### config.mk
export PLATFORM = sky130hd
export DESIGN_NAME = fetch_stage
export DESIGN_NICKNAME = d
export VERILOG_FILES = /design/src/rtl/fetch_stage.sv
export SDC_FILE = /design/constraint.sdc
export NUM_CORES = 1
export LEC_CHECK = 0
export BUFFER_PORTS_ARGS = -buffer_cell sky130_fd_sc_hd__buf_2
export CAP_MARGIN = 0
export CORE_AREA = 2 2 93 184
export CTS_CLUSTER_DIAMETER = 30
export CTS_CLUSTER_SIZE = 28
export DETAILED_ROUTE_END_ITERATION = 16
export DIE_AREA = 0 0 95 186
export PLACE_DENSITY_LB_ADDON = 0.3
export SYNTH_ARGS = -nofsm -noshare
export SYNTH_HDL_FRONTEND = slang
export SYNTH_SLANG_ARGS = --single-unit
### constraint.sdc
create_clock -name clk -period 4.07 [get_ports clk]
set_clock_uncertainty 0.15 [all_clocks]
set_input_delay 0.6105 -clock clk [delete_from_list [all_inputs] [get_ports clk]]
set_output_delay 0.6105 -clock clk [all_outputs]
set_load 0.005 [all_outputs]
### src/rtl/fetch_stage.sv
// fetch_fifo: small circular buffer with synchronous clear, head visible combinationally.
// Latency: a push is visible at the head the cycle after it is written; pop frees the slot the same edge.
// Backpressure: out_vld/out_rdy handshake on the read side; writer must never push when count == DEPTH.
module fetch_fifo #(
    parameter int WIDTH = 41,
    parameter int DEPTH = 2
) (
    input  logic             core_clk,
    input  logic             arst_n,
    input  logic             clr,
    input  logic             in_vld,
    input  logic [WIDTH-1:0] in_dat,
    input  logic             out_rdy,
    output logic             out_vld,
    output logic [WIDTH-1:0] out_dat,
    output logic [2:0]       count
);
    // Storage is sized for the largest legal DEPTH so 2-bit pointers index it cleanly;
    // slots at or above DEPTH are never written.
    localparam logic [1:0] LAST = 2'(DEPTH - 1);

    logic [WIDTH-1:0] mem_q [4];
    logic [WIDTH-1:0] mem_d [4];
    logic [1:0]       wr_ptr_q, wr_ptr_d;
    logic [1:0]       rd_ptr_q, rd_ptr_d;
    logic [2:0]       count_q, count_d;
    logic             pop;

    function automatic logic [1:0] ptr_inc(input logic [1:0] p);
        return (p == LAST) ? 2'd0 : p + 2'd1;
    endfunction

    assign out_vld = (count_q != 3'd0);
    assign out_dat = mem_q[rd_ptr_q];
    assign count   = count_q;
    assign pop     = out_vld & out_rdy;

    // Next-state: clear wins over push/pop; otherwise write at tail, advance head on pop.
    always_comb begin
        mem_d    = mem_q;
        wr_ptr_d = wr_ptr_q;
        rd_ptr_d = rd_ptr_q;
        count_d  = count_q;
        if (clr) begin
            wr_ptr_d = 2'd0;
            rd_ptr_d = 2'd0;
            count_d  = 3'd0;
        end else begin
            if (in_vld) begin
                mem_d[wr_ptr_q] = in_dat;
                wr_ptr_d        = ptr_inc(wr_ptr_q);
            end
            if (pop) begin
                rd_ptr_d = ptr_inc(rd_ptr_q);
            end
            count_d = count_q + {2'b00, in_vld} - {2'b00, pop};
        end
    end

    // State registers; storage is zeroed so the head reads 0 while in reset.
    always_ff @(posedge core_clk or negedge arst_n) begin
        if (!arst_n) begin
            for (int i = 0; i < 4; i++) begin
                mem_q[i] <= '0;
            end
            wr_ptr_q <= 2'd0;
            rd_ptr_q <= 2'd0;
            count_q  <= 3'd0;
        end else begin
            mem_q    <= mem_d;
            wr_ptr_q <= wr_ptr_d;
            rd_ptr_q <= rd_ptr_d;
            count_q  <= count_d;
        end
    end
endmodule

// fetch_stage: PC sequencing, single-cycle imem access and a DEPTH-entry buffer feeding decode.
// Latency: a word requested in cycle N reaches id_* no earlier than N+2; one instruction/cycle sustained.
// Backpressure: id_ready low fills the buffer; imem_req stops once buffered + in-flight would reach DEPTH.
module fetch_stage #(
    parameter int ADDR_W = 9,
    parameter int DEPTH  = 2
) (
    input  logic              clk,
    input  logic              rst,
    output logic              imem_req,
    output logic [ADDR_W-1:0] imem_addr,
    input  logic [31:0]       imem_rdata,
    input  logic              redirect_valid,
    input  logic [ADDR_W-1:0] redirect_pc,
    input  logic              id_ready,
    output logic              id_valid,
    output logic [31:0]       id_instr,
    output logic [ADDR_W-1:0] id_pc,
    output logic [15:0]       fetch_cnt
);
    localparam int         EW      = 32 + ADDR_W;
    localparam logic [3:0] DEPTH_L = 4'(DEPTH);

    logic [ADDR_W-1:0] pc_q, pc_d;
    logic              inflight_q, inflight_d;
    logic [ADDR_W-1:0] inflight_pc_q, inflight_pc_d;
    logic [15:0]       fetch_cnt_q, fetch_cnt_d;

    logic [2:0]        buf_cnt;
    logic [3:0]        occupancy;
    logic              pop;
    logic              push;
    logic [EW-1:0]     head_dat;

    // Buffer entries are {instr, pc}; a redirect flushes it in the same edge.
    fetch_fifo #(
        .WIDTH (EW),
        .DEPTH (DEPTH)
    ) u_ibuf (
        .core_clk (clk),
        .arst_n   (rst),
        .clr      (redirect_valid),
        .in_vld   (push),
        .in_dat   ({imem_rdata, inflight_pc_q}),
        .out_rdy  (id_ready),
        .out_vld  (id_valid),
        .out_dat  (head_dat),
        .count    (buf_cnt)
    );

    assign pop  = id_valid & id_ready;
    // The response of last cycle's request is dropped when a redirect arrives with it.
    assign push = inflight_q & ~redirect_valid;

    // Slots already promised (buffered + in flight) after this cycle's pop; a new request
    // is only safe when it still leaves room for its response.
    assign occupancy = {1'b0, buf_cnt} + {3'b000, inflight_q} - {3'b000, pop};

    // rst gates the request directly: all flops read zero in reset, which would otherwise
    // look like an empty pipe asking for address 0.
    assign imem_req  = rst & ~redirect_valid & (occupancy < DEPTH_L);
    assign imem_addr = pc_q;
    assign id_instr  = head_dat[EW-1:ADDR_W];
    assign id_pc     = head_dat[ADDR_W-1:0];
    assign fetch_cnt = fetch_cnt_q;

    // Next PC, in-flight tracking and the saturating delivered-instruction counter.
    always_comb begin
        pc_d          = pc_q;
        inflight_d    = imem_req;
        inflight_pc_d = pc_q;
        fetch_cnt_d   = fetch_cnt_q;
        if (redirect_valid) begin
            pc_d = redirect_pc;
        end else if (imem_req) begin
            pc_d = pc_q + ADDR_W'(1);
        end
        if (pop && (fetch_cnt_q != 16'hFFFF)) begin
            fetch_cnt_d = fetch_cnt_q + 16'd1;
        end
    end

    // State registers.
    always_ff @(posedge clk or negedge rst) begin
        if (!rst) begin
            pc_q          <= '0;
            inflight_q    <= 1'b0;
            inflight_pc_q <= '0;
            fetch_cnt_q   <= 16'd0;
        end else begin
            pc_q          <= pc_d;
            inflight_q    <= inflight_d;
            inflight_pc_q <= inflight_pc_d;
            fetch_cnt_q   <= fetch_cnt_d;
        end
    end
endmodule

==> impl_metrics.tcl, run 1 <==
set metrics [dict create \
    worst_pin_slew_ns 1.148 \
    fmax_mhz 254.6 \
    place_area_sq_um 9927 \
    comb_power_share_pct 24.0 \
    hold_class "input pin to flop" \
    yosysSeqAreaShare_pct 55.65 \
    wl_microns 18970 \
    fillers 1157 \
    cts_sinks 206 \
    intPower_uw 4886 \
    die_y_microns 186 \
    hold_ws_ns 0.1630 \
    p_seq_share_pct 41.5 \
    crit_arrival_ns 3.17 \
    synth_cells 595 \
    cts_tree "done" \
    grt_max_degree 166 \
    hold_viol 0 \
    grt_pass1_wl_microns 30940 \
    postLayoutCellArea_sq_um 10910 \
    pwr_density_cell_nw_per_um2 631.2 \
    cp_max_fo 8 \
    swShare_pct 29.04 \
    dr.pass1.iters 4 \
    antenna_found_initial 0 \
    antenna_cells 0 \
    path_clk_slew_ns 0.06 \
    drtIter0Drc 143 \
    peakVddDrop_mv 0.5436 \
    die_w_microns 95 \
    cts-root-buf "clkbuf_16" \
    ys_types 48 \
    htreeDepth 1 \
    reg2reg_slack_ns 1.12 \
    finalMaxSlewViolations 0 \
    yosysWarnings 0 \
    initial_core_util_pct 56.94 \
    syn_area_per_cell_sq_um 15.57 \
    place.gp.congestion 0.8102 \
    relSlewSlack_pct 23.46 \
    async_flop_share_pct 100.0 \
    port_buffers 112 \
    max_cap_violations 0 \
    pre_cts_slack_ns 0.3507 \
    nets 766 \
    rsz0062_at_grt "false" \
    fin_ws_ns 0.1430 \
    drtAntennaViolNets 0 \
    post-route-period-util_pct 96.49 \
    critPathRequiredTime_ns 3.31 \
    dp_hpwl_microns 12130 \
    worstSetupEndpointType "output port" \
    drive_above_1_share_pct 50.00 \
    wl_per_cell_microns 20.23 \
    drt-vias-per-instance 5.783 \
    setup_viol 0 \
    synth_area_sq_um 9263 \
    grt-ovfl-total 0 \
    grt_pass1_vias 6155 \
    tns_ns 0 \
    pwr-share-clk_pct 34.4 \
    clk_latency_ns 0.53 \
    switchingPower_uw 2000 \
    ios 113 \
    core-area_sq_um 16270 \
    vias 5424 \
    synth-main-ff-cell "dfrtp_1" \
    cts_buffers 28 \
    cp-start-kind "flop" \
    ff_latch_area_sq_um 5161 \
    synth-edff-count 0 \
    die_area_sq_um 17670 \
    area_delta_synth_final_pct 17.78 \
    drc 0 \
    syn_nets 649 \
    critPathKind "flop to output port" \
    multiInputGateArea_sq_um 3826 \
    grt_usage_pct 22.40 \
    power.leakage_uw 0.005223 \
    status "finished, final reports clean" \
    cts_buffer_depth 3 \
    ys_ff_latch 206 \
    fin_crit_ns 3.927 \
    row_count 66 \
]
state kept, by name, summed over array words and instances (netlist names):
name             flops
inflight_q           1
imem_addr            9
u_ibuf.wr_ptr_q      2
fetch_cnt           16
u_ibuf.count         3
inflight_pc_q        9
u_ibuf.rd_ptr_q      2
u_ibuf.mem_q       164
logic make-up (layout without fill, tap and decap cells):
logic type | after synthesis | count (layout) | share of synthesized area, %
muxes | 207 | 207 | 30.19
DFF | 206 | 206 | 55.65
and+or+nand+nor | 76 | 76 | 5.295
buffers and inverters | 52 | 191 | 3.242
AOI/OAI and AO/OA | 27 | 27 | 2.539
xor gates and xnor gates | 18 | 18 | 1.702
adders and majority gates | 9 | 9 | 1.378
placed cells by master, fill, tap and decap left out, types with 4 or more instances in the layout:
cell type   count
a211o_1         7
and4_1          4
buf_2         111
buf_4           6
clkbuf_16      29
clkinv_4        6
clkinvlp_4      5
dfrtp_1       203
ha_1            6
inv_1          17
mux2_1         30
mux2_2        135
mux4_2         41
nand2_1        18
nand2b_1        4
nand3_1         9
nand4_1         5
nor2_1          8
nor3_1          4
o311ai_1        6
xnor2_1        11
xor2_1          7
critical path: stages (launching register included):
cell and delay [ns]:
dfrtp_1 0.44, o31ai_4 0.29, inv_2 0.13, ha_4 0.25, inv_1 0.08, nand2_1 0.07
fa_1 0.49, and3b_1 0.20, o211ai_2 0.10, or2_2 0.34, inv_4 0.12, buf_2 0.13
power groups by stage:
stage / Sequential [uW] / Clock, uW / Combinational, uW
after global placement: 2850 / 0 / 1580
after global routing: 2930 / 2510 / 1810
after CTS: 2870 / 2410 / 1670
final: 2860 / 2370 / 1660
after detailed placement: 2900 / 0 / 1650
after floorplan: 2680 / 0 / 1200
metrics by stage:
step / power (uW) / util (%) / cells
global route: 7250 / 67.06 / 938
detailed placement: 4547 / 61.02 / 884
floorplan: 3881 / - / 595
CTS: 6947 / 66.96 / 938
global placement: 4427 / 61.02 / 884
finish: 6886 / 67.06 / 938
per-layer routing:
layer	vias up	global-route usage, %	routed length, microns
met5	-	0	0
met4	0	5.855	323
met3	27	3.360	789
met2	118	41.70	10690
met1	2846	26.56	7170
li1	2433	-	-
cells in the mapped netlist, types with 3 or more instances:
cell type | count | area, sq um
dfrtp_1 | 206 | 5155
mux2_2 | 135 | 1520
mux4_2 | 41 | 923.4
mux2_1 | 30 | 337.8
nand2_1 | 18 | 67.56
inv_1 | 17 | 63.81
buf_2 | 12 | 60.06
buf_6 | 11 | 123.9
xnor2_1 | 11 | 96.34
nand3_1 | 10 | 50.05
clkbuf_1 | 8 | 30.03
nor2_1 | 8 | 30.03
a211o_1 | 7 | 61.31
ha_1 | 7 | 87.58
xor2_1 | 7 | 61.31
o311ai_1 | 6 | 52.55
nand4_1 | 5 | 31.28
and4_1 | 4 | 35.03
nand2b_1 | 4 | 25.02
nor3_1 | 4 | 20.02
and3_1 | 3 | 18.77
o21ai_0 | 3 | 15.01
or3_1 | 3 | 18.77
cell type report:
cell class | count | area share [%]
clock buffer | 33 | 6.973
clock inverter | 19 | 1.720
inverter | 19 | 0.6767
multi-input combinational | 337 | 35.07
sequential | 206 | 47.31
tap | 204 | 2.340
timing repair buffer | 120 | 5.907
final timing paths:
path / from / endpoint / cells past startpoint
min: redirect_pc[3] / imem_addr[3] / 3
max: u_ibuf.count[2] / imem_req / 11
min in group asynchronous: rst / u_ibuf.mem_q[136] / 2
max in group asynchronous: rst / u_ibuf.rd_ptr_q[0] / 3
min reg2reg: imem_addr[8] / inflight_pc_q[8] / 0
max reg2reg: u_ibuf.count[2] / imem_addr[2] / 10
what timing repair did:
item | CTS | global route
setup endpoints to repair | 1 | 1
resized for setup | 0 | 3
buffers inserted | 1 | 0
hold endpoints to repair | 41 | 0
hold buffers | 1 | 0
pin swaps | 1 | 0
Note: power is estimated with default switching activity, not from simulation.
==> run 2, diff against run 1 <==
Settings changed: RECOVER_POWER set to 100.
==> run 2 against run 1 <==
Power fell by 0.96%. Core utilization fell by 0.74 points. Flip-flop and latch count unchanged. Die area is the same. Count of clock-buffer cells in the layout unchanged. Critical path depth did not move. Critical path type unchanged. The run now ends with capacitance limit, slew limit left.
==> impl_metrics.tcl, run 2 (synthesis gave the netlist of run 1 again) <==
set metrics [dict create \
    status "finished, violations left" \
    failed_checks "capacitance limit, slew limit" \
    drc 0 \
    area_delta_synth_final_pct 16.48 \
    clk_latency_ns 0.53 \
    cp-start-kind "flop" \
    rsz0062_at_grt "false" \
    worstSetupEndpointType "output port" \
    drive_above_1_share_pct 43.73 \
    critPathRequiredTime_ns 3.31 \
    finalMaxSlewViolations 70 \
    cts_buffer_depth 3 \
    hold_viol 0 \
    antenna_cells 0 \
    critPathKind "flop to output port" \
    hold_class "input pin to flop" \
    grt_util_met3_pct 3.360 \
    top_register "u_ibuf.mem_q" \
    htreeDepth 1 \
    grt_pass1_vias 6155 \
    grt_use_met2_pct 41.70 \
    path_clk_slew_ns 0.06 \
    cp_slowest_cell "fa_1" \
    initial_core_util_pct 56.94 \
    whs_path_depth 3 \
    drt-vias-per-instance 5.818 \
    die_w_microns 95 \
    grt_pass1_wl_microns 30940 \
    port_buffers 112 \
    cts-root-buf "clkbuf_16" \
    cts_tree "done" \
    vias 5457 \
    cts_buffers 28 \
    cp_max_fo 8 \
    largest_reg_flops 164 \
    finalCoreUtilization_pct 66.32 \
    grt_usage_pct 22.40 \
    fin_crit_ns 3.921 \
    power.leakage_uw 0.005095 \
    dp_hpwl_microns 12130 \
    wl_microns 18970 \
    wl_per_cell_microns 20.22 \
    met1_usage_pct 26.56 \
    pwr_density_cell_nw_per_um2 632.1 \
    worst-r2r-cell-count 4 \
    antenna_found_initial 0 \
    core-area_sq_um 16270 \
    path_cells "o31ai_4 -> inv_2 -> ha_4 -> inv_1 -> nand2_1 -> fa_1 -> and3b_1 -> o211ai_2 -> or2_2 -> inv_4 -> buf_2" \
    grt-busiest-layer "met2" \
    fin_ws_ns 0.1493 \
    fmax_mhz 255.1 \
    drtIter0Drc 125 \
    grt-ovfl-total 0 \
    cts_sinks 206 \
    worst_pin_slew_ns 2.090 \
    relSlewSlack_pct -39.33 \
    layout_commonest_cell "dfrtp_1" \
    layout_common_cells "204 x dfrtp_1, 135 x mux2_2, 78 x buf_2" \
    row_count 66 \
    cpPeakStageDelay_ns 0.49 \
    ios 113 \
    die_area_sq_um 17670 \
    tns_ns 0 \
    place.gp.congestion 0.8102 \
    die_y_microns 186 \
    grt_max_degree 166 \
    pre_cts_slack_ns 0.3507 \
    max_cap_violations 2 \
    drtAntennaViolNets 0 \
    setup_viol 0 \
    crit_arrival_ns 3.16 \
    post-route-period-util_pct 96.33 \
    nets 766 \
    peakVddDrop_mv 0.5326 \
    dr.pass1.iters 5 \
]
## run 2: cell count changes in the layout (fill, tap and decap cells not counted), sizes merged
| cell | change |
|---|---|
| buf | -38 |
| clkbuf | +38 |
## run 2: final timing paths
path	from	slack [ns]	to
worst min-delay path	redirect_pc[3]	0.18	imem_addr[3]
worst max register to register	inflight_q	0.70	u_ibuf.mem_q[26]
worst min register to register	imem_addr[8]	0.32	inflight_pc_q[8]
max in group asynchronous	rst	2.10	u_ibuf.rd_ptr_q[0]
worst max-delay path	u_ibuf.count[2]	0.15	imem_req
min in group asynchronous	rst	0.43	u_ibuf.mem_q[136]
## run 2: layer usage
| layer | vias to the layer above | wire (microns) | part of all wire (%) |
|---|---|---|---|
| met1 | 2856 | 7170 | 38 |
| met4 | 0 | 372 | 2.0 |
| li1 | 2440 | - | - |
| met3 | 32 | 805 | 4.2 |
| met2 | 129 | 10620 | 56 |
| met5 | - | 0 | 0 |
## run 2: report_power, final
| group | switching, uW | leakage [uW] | total, uW | internal, uW |
|---|---|---|---|---|
| Clock | 939 | 0.000450 | 2370 | 1430 |
| Sequential | 404 | 0.00273 | 2860 | 2450 |
| Combinational | 652 | 0.00191 | 1590 | 942 |
| Total | 1990 | 0.00510 | 6820 | 4830 |
## run 2: critical path: cells and delay by family, from the launching register on
kind | cells | cell delay [ns]
adder cells (fa/ha/maj) | 2 | 0.74
AND/OR/NAND/NOR | 3 | 0.61
flip-flops | 1 | 0.45
buffers and inverters | 4 | 0.45
AO/OA/AOI/OAI | 2 | 0.39
## run 2: final cells by class
cell class / instances / area (sq um)
fillers: 1193 / 5479
flip-flops and latches: 206 / 5160
multi-input cells: 337 / 3767
clock buffers: 33 / 760.7
repair buffers: 120 / 584.3
well taps: 204 / 255.2
clock inverters: 19 / 187.7
inverters: 19 / 73.82
## run 2: timing repair
item | in CTS | in global routing
buffers inserted | 1 | 0
pin swaps | 1 | 0
endpoints found under the setup margin | 1 | 1
hold endpoints to repair | 41 | 0
resized for setup | 0 | 3
cloned | 0 | 0
hold buffers | 1 | 0
## run 2: stage by stage
stage	area, sq um	instances	hold WS [ns]	total power (uW)
CTS	10890	938	0.1523	6947
detailed placement	9927	884	0.3035	4547
global route	10790	938	0.1859	7182
floorplan	9263	595	0.1649	3881
global placement	9927	884	0.3011	4427
finish	10790	938	0.1765	6820
